[config.mk]
export PLATFORM = sky130hd
export DESIGN_NAME = fir_tap_sched
export DESIGN_NICKNAME = d
export VERILOG_FILES = /design/src/rtl/fir_pkg.sv /design/src/rtl/fir_mac_unit.sv /design/src/rtl/fir_tap_sched.sv
export SDC_FILE = /design/constraint.sdc
export NUM_CORES = 2
export LEC_CHECK = 0
export CAP_MARGIN = 10
export CORE_ASPECT_RATIO = 0.9
export CORE_MARGIN = 1.5
export CORE_UTILIZATION = 32
export DETAILED_ROUTE_END_ITERATION = 6
export PLACE_DENSITY_LB_ADDON = 0.15
export REMOVE_ABC_BUFFERS = 1
export SYNTH_ARGS = -nofsm -noshare
export SYNTH_HDL_FRONTEND = slang
export SYNTH_SLANG_ARGS = --single-unit
[constraint.sdc]
create_clock -name clk -period 10.05 [get_ports clk]
set_clock_uncertainty 0.05 [all_clocks]
set_input_delay 2.01 -clock clk [delete_from_list [all_inputs] [get_ports clk]]
set_output_delay 2.01 -clock clk [all_outputs]
set_load 0.05 [all_outputs]
[src/rtl/fir_pkg.sv]
// Shared definitions for the time-multiplexed FIR tap scheduler:
// default sizes, controller state encoding and a width sanity helper.
package fir_pkg;

    localparam int TAPS_DEF = 128;
    localparam int BW_DEF   = 16;
    localparam int ACCW_DEF = 40;

    typedef enum logic [1:0] {
        CLEAR = 2'd0,
        IDLE  = 2'd1,
        MAC   = 2'd2
    } fir_state_e;

    // Full-precision product plus one growth bit per doubling of the tap count.
    function automatic int accw_min(input int bw, input int taps);
        return 2 * bw + $clog2(taps);
    endfunction

    function automatic bit is_pow2(input int value);
        return (value > 0) && ((value & (value - 1)) == 0);
    endfunction

endpackage

[src/rtl/fir_mac_unit.sv]
// Signed BW x BW multiplier feeding a wrapping ACCW-bit accumulator.
// sum_o is the running total including the product presented this cycle.
module fir_mac_unit
    import fir_pkg::*;
#(
    parameter int BW   = BW_DEF,
    parameter int ACCW = ACCW_DEF
) (
    input  logic                   clk,
    input  logic                   rst_n,
    input  logic                   clr_i,
    input  logic                   en_i,
    input  logic signed [BW-1:0]   coef_i,
    input  logic signed [BW-1:0]   sample_i,
    output logic signed [ACCW-1:0] sum_o
);

    logic signed [2*BW-1:0] prod;
    logic signed [ACCW-1:0] prod_ext;
    logic signed [ACCW-1:0] acc_q;
    logic signed [ACCW-1:0] acc_d;

    assign prod     = coef_i * sample_i;
    assign prod_ext = ACCW'(prod);
    assign sum_o    = acc_q + prod_ext;

    always_comb begin
        acc_d = acc_q;
        if (clr_i) begin
            acc_d = '0;
        end else if (en_i) begin
            acc_d = sum_o;
        end
    end

    always_ff @(posedge clk or negedge rst_n) begin
        if (!rst_n) begin
            acc_q <= '0;
        end else begin
            acc_q <= acc_d;
        end
    end

endmodule

[src/rtl/fir_tap_sched.sv]
// Time-multiplexed FIR controller: circular sample buffer, coefficient RAM
// and a CLEAR/IDLE/MAC sequencer driving a single shared MAC unit.
module fir_tap_sched
    import fir_pkg::*;
#(
    parameter int  TAPS = TAPS_DEF,
    parameter int  BW   = BW_DEF,
    parameter int  ACCW = ACCW_DEF,
    localparam int AW   = $clog2(TAPS)
) (
    input  logic                   clk,
    input  logic                   rst_n,
    input  logic signed [BW-1:0]   din,
    input  logic                   din_vld,
    output logic                   din_rdy,
    input  logic                   coef_we,
    input  logic [AW-1:0]          coef_addr,
    input  logic signed [BW-1:0]   coef_wdata,
    output logic signed [ACCW-1:0] dout,
    output logic                   dout_vld,
    output logic                   busy
);

    if (ACCW < accw_min(BW, TAPS)) begin : g_accw_check
        $error("fir_tap_sched: ACCW narrower than 2*BW+clog2(TAPS)");
    end
    if (!is_pow2(TAPS) || TAPS < 4) begin : g_taps_check
        $error("fir_tap_sched: TAPS must be a power of two and at least 4");
    end

    // Storage has no reset; the CLEAR sweep zeroes it so it can map to RAM.
    logic signed [BW-1:0] sample_mem [TAPS];
    logic signed [BW-1:0] coef_mem   [TAPS];

    fir_state_e             state_q;
    logic [AW-1:0]          k_q;
    logic [AW-1:0]          wptr_q;
    logic [AW-1:0]          newest_q;
    logic                   din_rdy_q;
    logic                   busy_q;
    logic                   dout_vld_q;
    logic signed [ACCW-1:0] dout_q;

    logic                   accept;
    logic                   last_tap;
    logic [AW-1:0]          rd_idx;
    logic signed [BW-1:0]   mac_coef;
    logic signed [BW-1:0]   mac_sample;
    logic signed [ACCW-1:0] mac_sum;

    assign accept   = din_rdy_q && din_vld;
    assign last_tap = (k_q == AW'(TAPS - 1));
    assign rd_idx   = newest_q - k_q;

    assign mac_coef   = coef_mem[k_q];
    assign mac_sample = sample_mem[rd_idx];

    fir_mac_unit #(
        .BW   (BW),
        .ACCW (ACCW)
    ) u_mac (
        .clk      (clk),
        .rst_n    (rst_n),
        .clr_i    (accept),
        .en_i     (state_q == MAC),
        .coef_i   (mac_coef),
        .sample_i (mac_sample),
        .sum_o    (mac_sum)
    );

    // A coefficient written alongside an accepted sample lands before the first MAC read.
    always_ff @(posedge clk) begin
        if (state_q == CLEAR) begin
            sample_mem[k_q] <= '0;
            coef_mem[k_q]   <= '0;
        end else if (state_q == IDLE) begin
            if (accept) begin
                sample_mem[wptr_q] <= din;
            end
            if (coef_we) begin
                coef_mem[coef_addr] <= coef_wdata;
            end
        end
    end

    always_ff @(posedge clk or negedge rst_n) begin
        if (!rst_n) begin
            state_q    <= CLEAR;
            k_q        <= '0;
            wptr_q     <= '0;
            newest_q   <= '0;
            din_rdy_q  <= 1'b0;
            busy_q     <= 1'b1;
            dout_vld_q <= 1'b0;
            dout_q     <= '0;
        end else begin
            dout_vld_q <= 1'b0;
            unique case (state_q)
                CLEAR: begin
                    k_q <= k_q + AW'(1);
                    if (last_tap) begin
                        state_q   <= IDLE;
                        din_rdy_q <= 1'b1;
                        busy_q    <= 1'b0;
                    end
                end
                IDLE: begin
                    if (accept) begin
                        newest_q  <= wptr_q;
                        wptr_q    <= wptr_q + AW'(1);
                        k_q       <= '0;
                        state_q   <= MAC;
                        din_rdy_q <= 1'b0;
                        busy_q    <= 1'b1;
                    end
                end
                MAC: begin
                    k_q <= k_q + AW'(1);
                    if (last_tap) begin
                        dout_q     <= mac_sum;
                        dout_vld_q <= 1'b1;
                        state_q    <= IDLE;
                        din_rdy_q  <= 1'b1;
                        busy_q     <= 1'b0;
                    end
                end
                default: begin
                    state_q   <= CLEAR;
                    k_q       <= '0;
                    din_rdy_q <= 1'b0;
                    busy_q    <= 1'b1;
                end
            endcase
        end
    end

    assign din_rdy  = din_rdy_q;
    assign busy     = busy_q;
    assign dout_vld = dout_vld_q;
    assign dout     = dout_q;

endmodule
* After elaboration in Yosys (flattened, before gate mapping)
Memories as Yosys holds them, arrays and structs flattened.
Index checks and enable logic that the tools add are counted.
** Storage, ports and cells
- Bits in registers :: 106
- Latch bits :: 0
- RAM bits :: 4096
- ROM bits :: 0
- Bits of input ports :: 43
- Output and inout port bits :: 43
- Logic and storage cells :: 61
- Memories :: 2
** Operators by class
- $add $sub $neg :: 4
- Multipliers :: 1
- Divide/modulo/power cells :: 0
- Magnitude comparators :: 0
- Equal/unequal tests :: 5
- Shift operators :: 0
- Muxes and demuxes :: 31
- Bitwise operators :: 0
- Reductions and logical operators :: 9
** Memory list
- coef_mem :: depth 128, bits a word 16, read ports 1, clocked after memory_dff 0, wr ports 1, line fir_tap_sched.sv:33 : logic signed [BW-1:0] coef_mem [TAPS];
- sample_mem :: depth 128, bits a word 16, read ports 1, clocked after memory_dff 0, wr ports 1, line fir_tap_sched.sv:32 : logic signed [BW-1:0] sample_mem [TAPS];
** Operators by type and width (count)
- two-way mux 40 bit :: 2
- adder 40 x 32 -> 40 bit :: 1
- multiplier 16 x 16 -> 32 bit :: 1
- two-way mux 16 bit :: 2
- OR reduction 16 bit :: 2
- two-way mux 7 bit :: 3
- two-way mux 1 bit :: 18
- adder 7 x 1 -> 7 bit (second input constant) :: 2
- case mux 7 bit (2 select lines) :: 1
- == test 7 bit (second input constant) :: 1
- subtractor 7 bit :: 1
- AND reduction 2 bit :: 3
- two-way mux 2 bit :: 2
- case mux 1 bit (2 select lines) :: 2
- case mux 2 bit (2 select lines) :: 1
- == test 2 x 1 -> 1 bit (second input constant) :: 1
- == test 2 bit (second input constant) :: 1
- logical NOT 2 bit :: 1
- != test 2 x 1 -> 1 bit (second input constant) :: 1
- != test 2 bit (second input constant) :: 1
- nonzero test 2 bit :: 1
- OR reduction 2 bit :: 1
- logical AND 1 bit :: 1

* Longest topological paths before layout
- Word-level depth :: 7
- Gate-level depth with buffers :: 41
- Depth with buffers taken out :: 35

* Hierarchy
Synthesis repeated with hierarchy kept, for this count alone.
** Unflattened totals
- Cell total of the unflattened synthesis :: 9048
- Area total of the unflattened synthesis :: 175629.7 um2
** By module, submodules not included
- fir_tap_sched :: times used 1, cells an instance 7513, area each 161347.2 um2, seq. area each 124650.8 um2
- fir_mac_unit :: times used 1, cells an instance 1535, area each 14282.4 um2, seq. area each 1001.0 um2

* Least setup slack after synthesis
No wires, ideal clock.
- Path kind :: reg2reg
- Start point :: register k_q[1]
- End point :: register u_mac.acc_q[39]
- Setup time :: 0.137 ns
- Arrival :: 9.603 ns
- Data required time :: 9.863 ns
- Slack :: 0.260 ns
- Cell stages (with the launch flop) :: 40
- Buffers on the path :: 6
- Clock period less this slack :: 9.790 ns
- Path through :: dfrtp_1 buf_2 buf_2 buf_2 inv_1 ha_1 nor2b_1 o21ai_0 a21o_1 buf_2 buf_4 buf_2 mux4_2 mux2i_1 nand2_1 a31oi_1 nand2b_1 inv_1 [4 not listed] fa_1 inv_1 fa_1 inv_1 fa_1 inv_1 ha_1 a21o_1 a21o_1 a21oi_1 o21ai_0 and3_1 a21oi_1 o21ai_0 a311o_1 a31oi_1 xnor2_1 a21oi_1
** On the way
- Cells in the longest elaborated chain, start to end :: 6
- Elaborated cells on any way between the ends :: 7
- Classes of those cells :: add/sub (2); mul (1); mux (2); memory (2)
** RTL lines
- start, declared :: line fir_tap_sched.sv:36 : logic [AW-1:0] k_q;
- start signal, assigned :: line fir_tap_sched.sv:100 : k_q <= k_q + AW'(1);
- start signal, assigned :: line fir_tap_sched.sv:118 : k_q <= k_q + AW'(1);
- subtractor 7 bit :: line fir_tap_sched.sv:53 : assign rd_idx = newest_q - k_q;
- memory read (128 x 16 bit)
- multiplier 16 x 16 -> 32 bit * :: line fir_mac_unit.sv:23 : assign prod = coef_i * sample_i;
- adder 40 x 32 -> 40 bit * :: line fir_mac_unit.sv:25 : assign sum_o = acc_q + prod_ext;
- two-way mux 40 bit * :: line fir_mac_unit.sv:31 : end else if (en_i) begin
- two-way mux 40 bit * :: line fir_mac_unit.sv:29 : if (clr_i) begin
- end signal, assigned :: line fir_mac_unit.sv:38 : acc_q <= '0;
- end signal, assigned :: line fir_mac_unit.sv:40 : acc_q <= acc_d;
- end, declared :: line fir_mac_unit.sv:20 : logic signed [ACCW-1:0] acc_q;
Every way passes the cells marked *; elsewhere a longest branch is shown, timed or not. The select of a mux whose other input is x is not followed.
A chain may end at the register's enable or synchronous reset.

* Final worst setup path
- Start point :: register k_q[0]
- End point :: register dout_q[32] (netlist: dout[32])
** On the way
- Cells in the longest elaborated chain, start to end :: 4
- Elaborated cells on any way between the ends :: 7
- Classes of those cells :: add/sub (2); mul (1); eq/ne (1); reduce/logical (1); memory (2)
** RTL lines
- subtractor 7 bit :: line fir_tap_sched.sv:53
- memory read (128 x 16 bit)
- multiplier 16 x 16 -> 32 bit :: line fir_mac_unit.sv:23
- adder 40 x 32 -> 40 bit :: line fir_mac_unit.sv:25
- end signal, assigned :: line fir_tap_sched.sv:120 : dout_q <= mac_sum;
- end, declared :: line fir_tap_sched.sv:42 : logic signed [ACCW-1:0] dout_q;
Several ways; a longest one is shown, not always the timed one.

==> flow_metrics.env <==
export IMPL_drive_gt1_share_pct=32.48
export IMPL_cts_htree_levels=5
export IMPL_syn_inst=8158
export IMPL_pre_cts_ws_ns=-0.8412
export IMPL_dp_cells=15820
export IMPL_grt_setup_unrepaired="yes"
export IMPL_ys_types=62
export IMPL_first_iter_violations=7985
export IMPL_nFillCells=49020
export IMPL_slowest_stage="fa_4"
export IMPL_synth_ff_latch_count=4202
export IMPL_power_density_mw_per_mm2=170.0
export IMPL_worstPathRequired_ns=10.95
export IMPL_via_count=84850
export IMPL_startpoint_type="flip-flop"
export IMPL_area_delta_synth_final_pct=17.51
export IMPL_switching_share_pct=19.97
export IMPL_ioPinCount=86
export IMPL_fp_dieW_um=780.9
export IMPL_fin_cells=16680
export IMPL_intPower_mw=27.86
export IMPL_cp_data_arrival_time_ns=10.73
export IMPL_max_stage_delay_ns=0.87
export IMPL_grt_pass1_wl_um=705900
export IMPL_clk_latency_ns=1.01
export IMPL_seq_area_frac_synth_pct=72.10
export IMPL_drv_cap=0
export IMPL_root_buffer="clkbuf_16"
export IMPL_synthFlopType="edfxtp_1"
export IMPL_hold_ws_ns=0.4161
export IMPL_port_buffer_count=85
export IMPL_first_pass_iters=6
export IMPL_place_detailed_hpwl_um=312600
export IMPL_worst_slack_ns=0.2228
export IMPL_cts_tree="yes"
export IMPL_worstPathMaxFanout=7
export IMPL_netlist_area_sq_mm=0.1743
export IMPL_grt_usage_pct=18.03
export IMPL_antenna_found_initial=36
export IMPL_clkTransAtPathRegs_ns=0.06
export IMPL_worstMarginPinSlew_ns=1.166
export IMPL_leakage_nw=53.80
export IMPL_p_clk_share_pct=45.5
export IMPL_nets=9590
export IMPL_fin_util_pct=37.83
export IMPL_yosys_warnings=0
export IMPL_drt_vias_per_instance=5.086
export IMPL_cts_buffer_depth=4
export IMPL_wl_per_cell_um=30.26
export IMPL_vdd_drop_max_mv=0.1429
export IMPL_switching_power_mw=6.951
export IMPL_synth_edf_count=4096
export IMPL_gr_total_overflow=0
export IMPL_slew_viol_final=0
export IMPL_syn_area_per_cell_sq_um=21.36
export IMPL_finalHoldViolCount=0
export IMPL_wl_um=504900
export IMPL_drc_errors=0
export IMPL_max_slew_margin_rel_pct=22.24
export IMPL_grt_pass1_vias=88640
export IMPL_critPathKind="flip-flop to flip-flop"
export IMPL_end_kind="flip-flop"
export IMPL_synthArstFlopShare_pct=2.523
export IMPL_hold_buffers=0
export IMPL_core_area_sq_mm=0.5413
export IMPL_crit_path_frequent_cell="fa_1"
export IMPL_ant_nets=0
export IMPL_grt_max_degree=119
export IMPL_timing_final_crit_period_ns=9.827
export IMPL_setup_viol=0
export IMPL_die_area_sq_mm=0.5491
export IMPL_rows=256
export IMPL_power_frac_comb_pct=0.1
export IMPL_start_util_pct=32.20
export IMPL_seqPwrFrac_pct=54.4
export IMPL_hold_path_class="flip-flop to flip-flop"
export IMPL_die_h_um=703.1
export IMPL_fin_crit_sh_pct=97.78
export IMPL_clock_sinks=4202
export IMPL_status="finished, final reports clean"
export IMPL_gp_congestion=0.7812
export IMPL_fmax_mhz=101.8
export IMPL_cts_made_buffers=443
export IMPL_total_power_mw=34.81
cells in the mapped netlist, types with 6 or more instances:
library cell	instances	area share, %
edfxtp_1	4096	71
mux4_2	1302	17
nor2_1	433	0.93
inv_1	369	0.79
fa_1	332	3.8
nand2_1	319	0.69
clkbuf_1	193	0.42
ha_1	122	0.88
dfrtp_1	105	1.5
or2_2	91	0.33
buf_2	87	0.25
a21oi_1	82	0.24
mux2i_1	55	0.32
o21ai_0	51	0.15
buf_6	47	0.30
buf_4	43	0.19
and3_1	41	0.15
xnor2_1	39	0.20
buf_1	38	0.082
a211oi_1	36	0.16
nand3_1	29	0.083
nor2b_1	26	0.093
and2_1	23	0.083
nand2b_1	23	0.083
a21o_1	21	0.090
a31oi_1	19	0.068
xor2_1	13	0.065
mux2i_4	12	0.16
nand3b_1	10	0.043
nand4_1	10	0.036
o21a_1	10	0.043
o31ai_1	9	0.039
nor3_1	8	0.023
a22o_1	6	0.030
o211ai_1	6	0.026
power groups by stage:
stage,sequential [mW],combinational (mW),clock [mW]
final,18.9,0.0405,15.8
after floorplan,19.3,0.000520,0
after CTS,18.9,0.0432,16.3
after detailed placement,19.3,0.0430,0
after global routing,18.9,0.0429,16.9
after global placement,19.3,0.0428,0
per-layer routing:
layer  up-vias  track usage [%]  part of all wire, %
met1     47000            25.85                   45
met2      2319            29.57                   48
met3       611            2.291                  5.0
met5         -                0               0.0014
met4         2            3.977                  2.3
li1      34920                -                    -
registers in the layout, indices dropped and copies added (netlist names):
register	cells
k_q	7
dout_vld	1
din_rdy	1
u_mac.acc_q	40
sample_mem	2048
wptr_q	7
busy	1
state_q	2
dout	40
coef_mem	2048
newest_q	7
cells by family after synthesis:
family / Yosys count / synth area share (%)
DFF: 4202 / 72.10
xor gates and xnor gates: 52 / 0.2613
buffers and inverters: 780 / 2.037
adders and majority gates: 454 / 4.689
muxes: 1378 / 17.36
and+or+nand+nor: 1025 / 2.585
AOI/OAI and AO/OA: 267 / 0.9692
worst max-delay path: cells and delay by family (launching register included):
kind	cells	cell delay (ns)
multiplexers	2	0.90
AND/OR/NAND/NOR	4	0.26
flip-flops	1	0.49
XOR/XNOR	1	0.19
buffers and inverters	14	1.90
adder cells (fa/ha/maj)	9	4.24
AO/OA/AOI/OAI	9	1.66
layout by cell type (no fill, tap or decap), types with 12 or more instances in the layout:
master	count
edfxtp_1	4096
mux4_2	1302
buf_4	679
clkbuf_16	453
inv_1	365
nor2_1	354
fa_1	320
nand2_1	308
ha_1	114
clkinv_1	113
dfrtp_1	100
or2_2	91
clkbuf_1	90
buf_12	88
clkdlybuf4s50_1	84
clkinv_2	78
nor2_2	76
a21oi_1	72
mux2i_1	42
o21ai_0	41
xnor2_1	35
and3_4	32
bufinv_16	30
nand3_1	29
nor2b_1	23
a211oi_2	22
buf_6	21
and2_1	20
a21o_1	20
mux2i_4	17
nand2b_1	16
xor2_1	13
buf_16	13
a211oi_1	12
mux2i_2	12
inv_6	12
path summary, 6_finish.rpt:
kind / startpoint / endpoint / slack, ns / cells past startpoint
hold / removal: dout[36]$_DFFE_PN0P_ / dout[36]$_DFFE_PN0P_ / 0.42 / 2
max in group asynchronous: rst_n / k_q[0]$_DFFE_PN0P_ / 7.63 / 2
min in group asynchronous: rst_n / dout[23]$_DFFE_PN0P_ / 0.91 / 1
setup reg to reg: k_q[0]$_DFFE_PN0P_ / dout[32]$_DFFE_PN0P_ / 0.22 / 39
setup / recovery: k_q[0]$_DFFE_PN0P_ / dout[32]$_DFFE_PN0P_ / 0.22 / 39
hold reg to reg: dout[36]$_DFFE_PN0P_ / dout[36]$_DFFE_PN0P_ / 0.42 / 2
final cells by class:
cell class | instances | area [sq um] | area share [%]
clock buffer | 539 | 11540 | 5.635
tap | 7224 | 9039 | 4.414
sequential | 4202 | 125700 | 61.36
timing repair buffer | 898 | 8612 | 4.205
inverter | 372 | 1404 | 0.6855
clock inverter | 260 | 2286 | 1.116
multi-input combinational | 3176 | 46220 | 22.57
antenna | 11 | 27.53 | 0.01344
repair_timing:
item | in CTS | in global routing
endpoints found under the setup margin | 48 | 45
gates cloned | 6 | 8
pin swaps | 11 | 66
resized for setup | 60 | 122
buffers inserted | 15 | 33
stage by stage:
step	TNS, ns	cell area, sq um
floorplan	-	172100
global placement	-24.60	189300
detailed placement	-25.23	189300
CTS	0	203800
global route	-0.5311	204800
finish	0	204800
No activity file was read; power rests on OpenSTA's default activity.
